**config.mk**
```make
export PLATFORM = sky130hd
export DESIGN_NAME = fir_seq_ctrl
export DESIGN_NICKNAME = d
export VERILOG_FILES = /design/src/rtl/fir_pkg.sv /design/src/rtl/fir_sample_buf.sv /design/src/rtl/fir_seq_ctrl.sv
export SDC_FILE = /design/constraint.sdc
export NUM_CORES = 1
export LEC_CHECK = 0
export ABC_AREA = 1
export ABC_CLOCK_PERIOD_IN_PS = 8900
export CAP_MARGIN = 20
export CORE_MARGIN = 3
export CORE_UTILIZATION = 54
export DETAILED_ROUTE_END_ITERATION = 10
export DONT_BUFFER_PORTS = 1
export GPL_TIMING_DRIVEN = 0
export PLACE_DENSITY = 0.75
export SKIP_LAST_GASP = 1
export SLEW_MARGIN = 20
export SYNTH_ARGS = -nofsm -noshare
export SYNTH_HDL_FRONTEND = slang
export SYNTH_HIERARCHICAL = 1
export SYNTH_SLANG_ARGS = --single-unit
```
**constraint.sdc**
```tcl
create_clock -name clk -period 8.9 [get_ports clk]
set_clock_uncertainty 0.2 [all_clocks]
set_input_delay 1.78 -clock clk [delete_from_list [all_inputs] [get_ports clk]]
set_output_delay 1.78 -clock clk [all_outputs]
set_load 0.005 [all_outputs]
```
**src/rtl/fir_pkg.sv**
```systemverilog
// fir_pkg: operation codes and sequencer states shared by the FIR sequencer and cores
package fir_pkg;
  typedef enum logic [1:0] {
    OP_IDLE    = 2'b00,
    OP_LOAD    = 2'b01,
    OP_COMPUTE = 2'b10,
    OP_READ    = 2'b11
  } fir_op_e;
  // State codes match the op codes so core_op is a plain cast of the state.
  typedef enum logic [1:0] {
    ST_IDLE    = 2'b00,
    ST_LOAD    = 2'b01,
    ST_COMPUTE = 2'b10,
    ST_READ    = 2'b11
  } seq_state_e;
endpackage

```
**src/rtl/fir_sample_buf.sv**
```systemverilog
// fir_sample_buf: host-written sample register file with one combinational read port
module fir_sample_buf #(
  parameter int DATA_W    = 32,
  parameter int SIG_COUNT = 10,
  parameter int ADDR_W    = $clog2(SIG_COUNT)
) (
  input  logic              clk,
  input  logic              we,
  input  logic [ADDR_W-1:0] wa,
  input  logic [DATA_W-1:0] wd,
  input  logic [ADDR_W-1:0] ra,
  output logic [DATA_W-1:0] rd
);
  logic [DATA_W-1:0] mem [SIG_COUNT];
  always_ff @(posedge clk)
    if (we) mem[wa] <= wd;
  assign rd = mem[ra];
endmodule

```
**src/rtl/fir_seq_ctrl.sv**
```systemverilog
// fir_seq_ctrl: drives a FIR core through load/compute/readout with timeout and pipelined reads
// The release request is named release_req because release is a reserved word.
module fir_seq_ctrl
  import fir_pkg::*;
#(
  parameter int DATA_W    = 32,
  parameter int SIG_COUNT = 10,
  parameter int ADDR_W    = $clog2(SIG_COUNT),
  parameter int CORE_LAT  = 1,
  parameter int TIMEOUT   = 1024
) (
  input  logic              clk,
  input  logic              reset,
  input  logic              wr_en,
  input  logic [ADDR_W-1:0] wr_addr,
  input  logic [DATA_W-1:0] wr_data,
  input  logic              start,
  input  logic              rd_en,
  input  logic [ADDR_W-1:0] rd_addr,
  input  logic              release_req,
  output logic              busy,
  output logic              done,
  output logic              err,
  output logic              rd_valid,
  output logic [DATA_W-1:0] rd_data,
  output logic [1:0]        core_op,
  output logic [ADDR_W-1:0] core_addr,
  output logic [DATA_W-1:0] core_x,
  input  logic [DATA_W-1:0] core_y,
  input  logic              core_done
);
  localparam int TW = $clog2(TIMEOUT + 1);
  localparam logic [ADDR_W-1:0] LAST = ADDR_W'(SIG_COUNT - 1);
  localparam logic [TW-1:0] TMAX = TW'(TIMEOUT - 1);
  seq_state_e state, state_n;
  logic [TW-1:0] timer;
  logic [CORE_LAT-1:0] vld;
  logic [ADDR_W-1:0] next_idx;
  logic [DATA_W-1:0] buf_q;
  logic start_acc, wr_ok, wr_bad, timeout, rd_acc, rd_fire;
  assign busy      = state == ST_LOAD || state == ST_COMPUTE;
  assign done      = state == ST_READ;
  assign core_op   = fir_op_e'(state);
  assign start_acc = start && !busy;
  assign wr_ok     = wr_en && !busy && wr_addr <= LAST;
  assign wr_bad    = wr_en && !wr_ok;
  assign timeout   = state == ST_COMPUTE && !core_done && timer == TMAX;
  assign rd_acc    = state_n == ST_READ && done && rd_en && rd_addr <= LAST;
  assign rd_fire   = vld[CORE_LAT-1] && state_n == ST_READ;
  assign next_idx  = (state == ST_LOAD && core_addr != LAST) ? core_addr + ADDR_W'(1) : '0;
  fir_sample_buf #(.DATA_W(DATA_W), .SIG_COUNT(SIG_COUNT), .ADDR_W(ADDR_W)) u_buf (
    .clk(clk), .we(wr_ok), .wa(wr_addr), .wd(wr_data), .ra(next_idx), .rd(buf_q)
  );
  always_comb begin
    state_n = state;
    case (state)
      ST_IDLE:    state_n = start ? ST_LOAD : ST_IDLE;
      ST_LOAD:    state_n = core_addr == LAST ? ST_COMPUTE : ST_LOAD;
      ST_COMPUTE: state_n = core_done ? ST_READ : (timer == TMAX ? ST_IDLE : ST_COMPUTE);
      ST_READ:    state_n = start ? ST_LOAD : (release_req ? ST_IDLE : ST_READ);
      default:    state_n = ST_IDLE;
    endcase
  end
  always_ff @(posedge clk) begin
    if (reset) begin
      state     <= ST_IDLE;
      timer     <= '0;
      vld       <= '0;
      err       <= 1'b0;
      rd_valid  <= 1'b0;
      rd_data   <= '0;
      core_addr <= '0;
      core_x    <= '0;
    end else begin
      state    <= state_n;
      timer    <= state == ST_COMPUTE ? timer + TW'(1) : '0;
      err      <= (err && !start_acc) || wr_bad || timeout;
      // Reads still in flight are flushed whenever READ is left.
      vld      <= state_n == ST_READ ? CORE_LAT'({vld, rd_acc}) : '0;
      rd_valid <= rd_fire;
      if (rd_fire) rd_data <= core_y;
      if (state_n == ST_LOAD) begin
        core_addr <= next_idx;
        core_x    <= buf_q;
      end else if (rd_acc) core_addr <= rd_addr;
      else if (state == ST_COMPUTE && state_n == ST_READ) core_addr <= '0;
    end
  end
endmodule

```
==> results of run 1 <==
## worst max path at each step
stage                        to  slack [ps]  cells past startpoint
2_1_floorplan   u_buf/mem[0][0]        4620                      5
3_3_place_gp   u_buf/mem[0][27]        3230                      5
3_5_place_dp   u_buf/mem[1][18]        4950                      7
4_1_cts                    busy        5460                      2
5_1_grt        u_buf/mem[1][17]        5350                      7
6_report       u_buf/mem[1][18]        5450                      7
## cells by family after synthesis
logic type | synth area share
adders and majority gates | 0.00515
and+or+nand+nor | 0.207
DFF | 0.664
AOI/OAI and AO/OA | 0.0423
buffers and inverters | 0.0801
xor gates and xnor gates | 0.00103
## critical path, delay by kind of cell
family / cells / cell delay [ps]
buffers and inverters: 2 / 400
and+or+nand+nor: 4 / 1140
AOI/OAI and AO/OA: 1 / 140
## sequential cells by signal, indices dropped and copies added, names as in the netlist
name       flops
rd_data       32
timer         11
core_x        32
rd_valid       1
err            1
core_op        2
core_addr      4
u_buf/mem    320
vld            1
## report_power, final
part,switching [mW],leakage (nW),total (mW),internal [mW]
logic,0.184,3.50,0.261,0.0773
registers,0.0194,3.57,2.09,2.07
clock network,0.686,0.674,1.72,1.03
total,0.890,7.74,4.06,3.17
## final cells by class
class / instances / area, sq um / share of cell area
Buffer: 80 / 502 / 0.0261
Clock buffer: 65 / 1260 / 0.0657
Clock inverter: 13 / 109 / 0.00567
Inverter: 227 / 860 / 0.0448
Multi-Input combinational cell: 958 / 4420 / 0.230
Sequential cell: 404 / 11300 / 0.588
Tap cell: 396 / 495 / 0.0258
Timing Repair Buffer: 12 / 268 / 0.0139
## stage by stage
step | cells | worst slack [ps] | power [mW]
after CTS | 2155 | 5460 | 4.09
after floorplan | 1669 | 4620 | 2.29
after detailed placement | 2077 | 4950 | 2.38
after global placement | 2065 | 3230 | 2.37
after global routing | 2155 | 5350 | 4.20
final | 2155 | 5450 | 4.06
## layer usage
layer,global-route usage,vias up,wire length (um)
met5,0,-,0
met3,0.0578,86,5010
li1,-,5547,-
met1,0.312,5483,15700
met4,0.0896,0,1140
met2,0.423,671,20300
## cells in the mapped netlist
cell / instances
nand3_4: 1
buf_1: 12
nand3_2: 2
edfxtp_1: 320
nor3_1: 1
nand2_2: 34
buf_6: 14
a21oi_2: 30
inv_1: 219
buf_12: 2
nand4_1: 5
buf_8: 2
a31oi_1: 1
nand2_4: 1
nor2_2: 1
nor2_1: 161
o21ai_0: 76
o21ai_2: 1
clkbuf_2: 3
nand3_1: 207
buf_2: 27
xnor2_1: 1
ha_1: 7
xor2_1: 1
a21oi_1: 9
nand3b_1: 1
a21oi_4: 1
nand2_1: 415
dfxtp_1: 84
or2_2: 1
inv_2: 5
nor4_1: 1
inv_4: 3
buf_4: 1
clkbuf_1: 19
==> results.sh, run 1 <==
export IMPL_nNetsFinal=1811
export IMPL_grt_max_degree=23
export IMPL_antenna_found_initial=0
export IMPL_placed_area_sq_um=17800
export IMPL_holdBufCountCts=0
export IMPL_slew_headroom=0.489
export IMPL_synth_warning_count=6
export IMPL_crit_arrival_ps=3480
export IMPL_status="finished clean"
export IMPL_yosysSeqAreaShare=0.664
export IMPL_setup_tns_ps=0
export IMPL_ys_types=35
export IMPL_cts_reportedPaths_clkPinSlew_ps=60
export IMPL_nFillCells=2348
export IMPL_report_final_slew_viol_count=0
export IMPL_final_common_cell="nand2_1"
export IMPL_utilization=0.623
export IMPL_yosys_area_top_type="edfxtp_1"
export IMPL_period_share=0.388
export IMPL_slowest_delay_ps=530
export IMPL_startpoint_type="primary input"
export IMPL_grt_pass1_vias=11700
export IMPL_drv_cap=0
export IMPL_rr_endpoint="core_x[14]"
export IMPL_insertion_delay_ps=530
export IMPL_synth_seq_cells=404
export IMPL_std_cell_rows=64
export IMPL_cp_slowest_cell="nor2_4"
export IMPL_post_cts_setup_buffers=0
export IMPL_diodes=0
export IMPL_worstPathMaxFanout=14
export IMPL_cts_resized=0
export IMPL_netlist_instances=1669
export IMPL_drt_initial_drc_count=1261
export IMPL_final_cell_mix="nand2_1 (415), edfxtp_1 (320), inv_1 (219), nand3_1 (207), nor2_1 (151)"
export IMPL_synth_fp_nets=1755
export IMPL_tritoncts="yes"
export IMPL_crit_start="wr_addr[1]"
export IMPL_cts_root_buf="clkbuf_16"
export IMPL_hold_violations=0
export IMPL_tightest_slew_ps=767
export IMPL_clock_path_buffers=3
export IMPL_dieArea_sq_um=33600
export IMPL_post_synth_cell_area_avg_sq_um=10.2
export IMPL_r2r_slack_ps=5750
export IMPL_min_to="timer[0]"
export IMPL_regToRegStartpoint="core_addr[0]"
export IMPL_synth_area_leaders="edfxtp_1 (57%), dfxtp_1 (9.9%), nand2_1 (9.2%)"
export IMPL_max_vdd_ir_drop_mv=0.184
export IMPL_die_w_um=183
export IMPL_r2r_cells=12
export IMPL_synth_top_cell_area_share=0.565
export IMPL_worst_hold_slack_ps=256
export IMPL_ant_nets=0
export IMPL_viasPerCell=5.47
export IMPL_initial_utilization=0.551
export IMPL_wl_per_cell_um=19.6
export IMPL_drt_total_wl_um=42100
export IMPL_min_period_ps=3450
export IMPL_portBuffers=0
export IMPL_synth_area_sq_um=17000
export IMPL_holdCritStartpoint="timer[0]"
export IMPL_cts_buffers=42
export IMPL_drc=0
export IMPL_path_cells="o21ai_0, nand2_1, nor2_1, nand3b_1, nor2_4, buf_16, buf_8"
export IMPL_leakage_nw=7.74
export IMPL_syn2layout_area_growth_pct=13.0
export IMPL_grt_setup_unrepaired="no"
export IMPL_grt_pass1_wl_um=63900
export IMPL_drtPass1Iterations=6
export IMPL_cts_sinks=404
export IMPL_dp_hpwl_um=27300
export IMPL_criticalPathCategory="primary input to flop"
export IMPL_core_sq_um=30800
export IMPL_die_h_um=183
export IMPL_hold_class="flop to flop"
export IMPL_max_freq_ghz=0.290
export IMPL_place_congestion=0.816
export IMPL_grtUsageTotal=0.248
export IMPL_htreeDepth=2
export IMPL_hold_depth=1
export IMPL_endpoint_kind="flop"
export IMPL_layout_drive_gt1_share=0.119
export IMPL_io_pin_count=153
export IMPL_p_per_area_nw_per_um2=212
export IMPL_num_vias=11800
export IMPL_crit_required_ps=8930
export IMPL_final_setup_viol_count=0
export IMPL_grt_ovfl_total=0
export IMPL_fin_area_sq_um=19200
(Power assumes the default switching activity.)
==> run 2, diff against run 1 <==
ABC_CLOCK_PERIOD_IN_PS = 3450   (was 8900)
clock period = 3.45 ns   (was 8.9 ns; I/O delays follow)
==> results of run 2 <==
The final DEF is identical to that of run 1. Status: finished clean.
Main changes from that run: setup slack after placement 4950 ps -> 343 ps; setup slack after layout 5450 ps -> 299 ps; hold slack 256 ps -> 52.1 ps; start point of the critical path wr_addr[1] -> core_addr[0]; end point of the critical path u_buf/mem[1][18] -> core_x[14]; register-to-register setup slack 5750 ps -> 300 ps; end point of the worst hold path timer[0] -> u_buf/mem[5][2]; total power 4.06 mW -> 10.5 mW; worst IR drop on VDD 0.184 mV -> 0.475 mV
==> run 3, diff against run 2 <==
SETUP_SLACK_MARGIN = 0.5   (was default)
==> run 3 against run 2 <==
Against the previous run: hold slack got worse by 16 ps; sequential share of layout area fell by 0.28 points; routed wire length rose by 0.45%; first-iteration DRC count fell by 7.8%; final area rose by 0.48%; via count rose by 0.98%; total power fell by 0.27%; setup slack improved by 360 ps; largest power group unchanged.
==> results.sh, run 3 (same netlist as run 1, synthesis figures left out) <==
export IMPL_crit_required_ps=3670
export IMPL_std_cell_rows=64
export IMPL_core_sq_um=30800
export IMPL_slew_headroom=0.495
export IMPL_top_regs="u_buf/mem: 320 flops, core_x: 32 flops, rd_data: 32 flops"
export IMPL_min_period_ps=2790
export IMPL_hold_violations=0
export IMPL_worst_hold_slack_ps=36.2
export IMPL_grt_ovfl_total=0
export IMPL_grt_setup_unrepaired="yes"
export IMPL_regToRegStartpoint="core_addr[1]"
export IMPL_seqCellArea_sq_um=11300
export IMPL_grt_max_degree=23
export IMPL_holdBufCountCts=0
export IMPL_diodes=0
export IMPL_status="finished clean"
export IMPL_tightest_slew_ps=755
export IMPL_clock_path_buffers=3
export IMPL_place_ws_ps=311
export IMPL_endpoint_kind="flop"
export IMPL_drc=0
export IMPL_dieArea_sq_um=33600
export IMPL_grt_pass1_wl_um=64700
export IMPL_die_w_um=183
export IMPL_period_share=0.809
export IMPL_hold_class="primary input to flop"
export IMPL_worstPathMaxFanout=10
export IMPL_nFillCells=2373
export IMPL_rr_endpoint="core_x[16]"
export IMPL_dp_hpwl_um=27500
export IMPL_grt_pass1_vias=11800
export IMPL_wl_per_cell_um=19.6
export IMPL_layout_setup_ws_ps=657
export IMPL_max_vdd_ir_drop_mv=0.518
export IMPL_r2r_slack_ps=660
export IMPL_final_common_cell="nand2_1"
export IMPL_utilization=0.626
export IMPL_grtUsageTotal=0.249
export IMPL_crit_start="core_addr[1]"
export IMPL_io_pin_count=153
export IMPL_regMostFlops="u_buf/mem"
export IMPL_finalPower_mw=10.5
export IMPL_viasPerCell=5.51
export IMPL_tritoncts="yes"
export IMPL_drt_total_wl_um=42300
export IMPL_r2r_cells=15
export IMPL_initial_utilization=0.551
export IMPL_largest_register_ffs=320
export IMPL_layout_drive_gt1_share=0.134
export IMPL_cts_reportedPaths_clkPinSlew_ps=70
export IMPL_final_setup_viol_count=0
export IMPL_crit_arrival_ps=3010
export IMPL_max_freq_ghz=0.358
export IMPL_drv_cap=0
export IMPL_cts_sinks=404
export IMPL_insertion_delay_ps=540
export IMPL_p_per_area_nw_per_um2=542
export IMPL_nNetsFinal=1817
export IMPL_leakage_nw=7.82
export IMPL_holdCritStartpoint="wr_data[14]"
export IMPL_multiInputGateArea_sq_um=4420
export IMPL_drt_initial_drc_count=1163
export IMPL_htreeDepth=2
export IMPL_ant_nets=0
export IMPL_syn2layout_area_growth_pct=13.5
export IMPL_portBuffers=0
export IMPL_die_h_um=183
export IMPL_antenna_found_initial=0
export IMPL_report_final_slew_viol_count=0
export IMPL_cts_root_buf="clkbuf_16"
export IMPL_cts_buffers=42
export IMPL_final_cell_mix="nand2_1 (415), edfxtp_1 (320), inv_1 (219), nand3_1 (207), nor2_1 (150)"
export IMPL_place_congestion=0.803
export IMPL_criticalPathCategory="flop to flop"
export IMPL_startpoint_type="flop"
export IMPL_cp_endpoint="core_x[16]"
export IMPL_num_vias=11900
export IMPL_drtPass1Iterations=5
[run 3: through the flow]
step                area (sq um)  instances  TNS [ps]
finish                     19300       2161         0
global route               19300       2161         0
CTS                        19200       2156         0
detailed placement         17800       2075         0
global placement           17500       2065   -206650
floorplan                  17000       1669         0
[run 3: how the worst min path moves through the flow]
stage / end / slack [ps] / depth (start not counted)
global placement: timer[0] / 230 / 1
detailed placement: timer[0] / 260 / 1
CTS: u_buf/mem[3][19] / 20 / 0
floorplan: timer[0] / 220 / 1
finish: u_buf/mem[6][14] / 40 / 0
global route: u_buf/mem[9][14] / 20 / 0
[run 3: power by group]
| group | switching, mW | internal, mW | total (mW) |
|---|---|---|---|
| sequential | 0.0505 | 5.33 | 5.38 |
| combinational | 0.475 | 0.204 | 0.679 |
| clock | 1.84 | 2.55 | 4.40 |
| total | 2.37 | 8.09 | 10.5 |
[run 3: layout make-up]
| type | count | share of cell area |
|---|---|---|
| well taps | 396 | 0.0257 |
| inverters | 227 | 0.0445 |
| repair buffers | 18 | 0.0180 |
| clock inverters | 26 | 0.0102 |
| plain buffers | 80 | 0.0270 |
| clock buffers | 52 | 0.0602 |
| multi-input cells | 958 | 0.229 |
| flip-flops and latches | 404 | 0.585 |
[run 3: repair_timing]
action,in CTS,in global routing
setup buffers,3,5
setup endpoints to repair,35,68
gates resized for setup,4,18
pin swaps,1,2
[run 3: metal layers]
| layer | share of wire | track usage | routed length, um | vias up |
|---|---|---|---|---|
| li1 | - | - | - | 5568 |
| met1 | 0.37 | 0.315 | 15800 | 5542 |
| met2 | 0.48 | 0.421 | 20300 | 692 |
| met3 | 0.12 | 0.0623 | 4960 | 100 |
| met4 | 0.029 | 0.0881 | 1230 | 0 |
| met5 | 0 | 0 | 0 | - |
[run 3: critical path: stages (launching register included)]
cell,delay [ps]
dfxtp_1,450
inv_1,70
ha_1,200
nand3_2,100
nand2_2,110
nor2_1,110
buf_4,200
buf_6,160
buf_2,290
nand2_1,100
nand3_1,90
nand3_1,70
nand3_1,100
nand2_1,60
o21ai_0,300
nor2_1,70
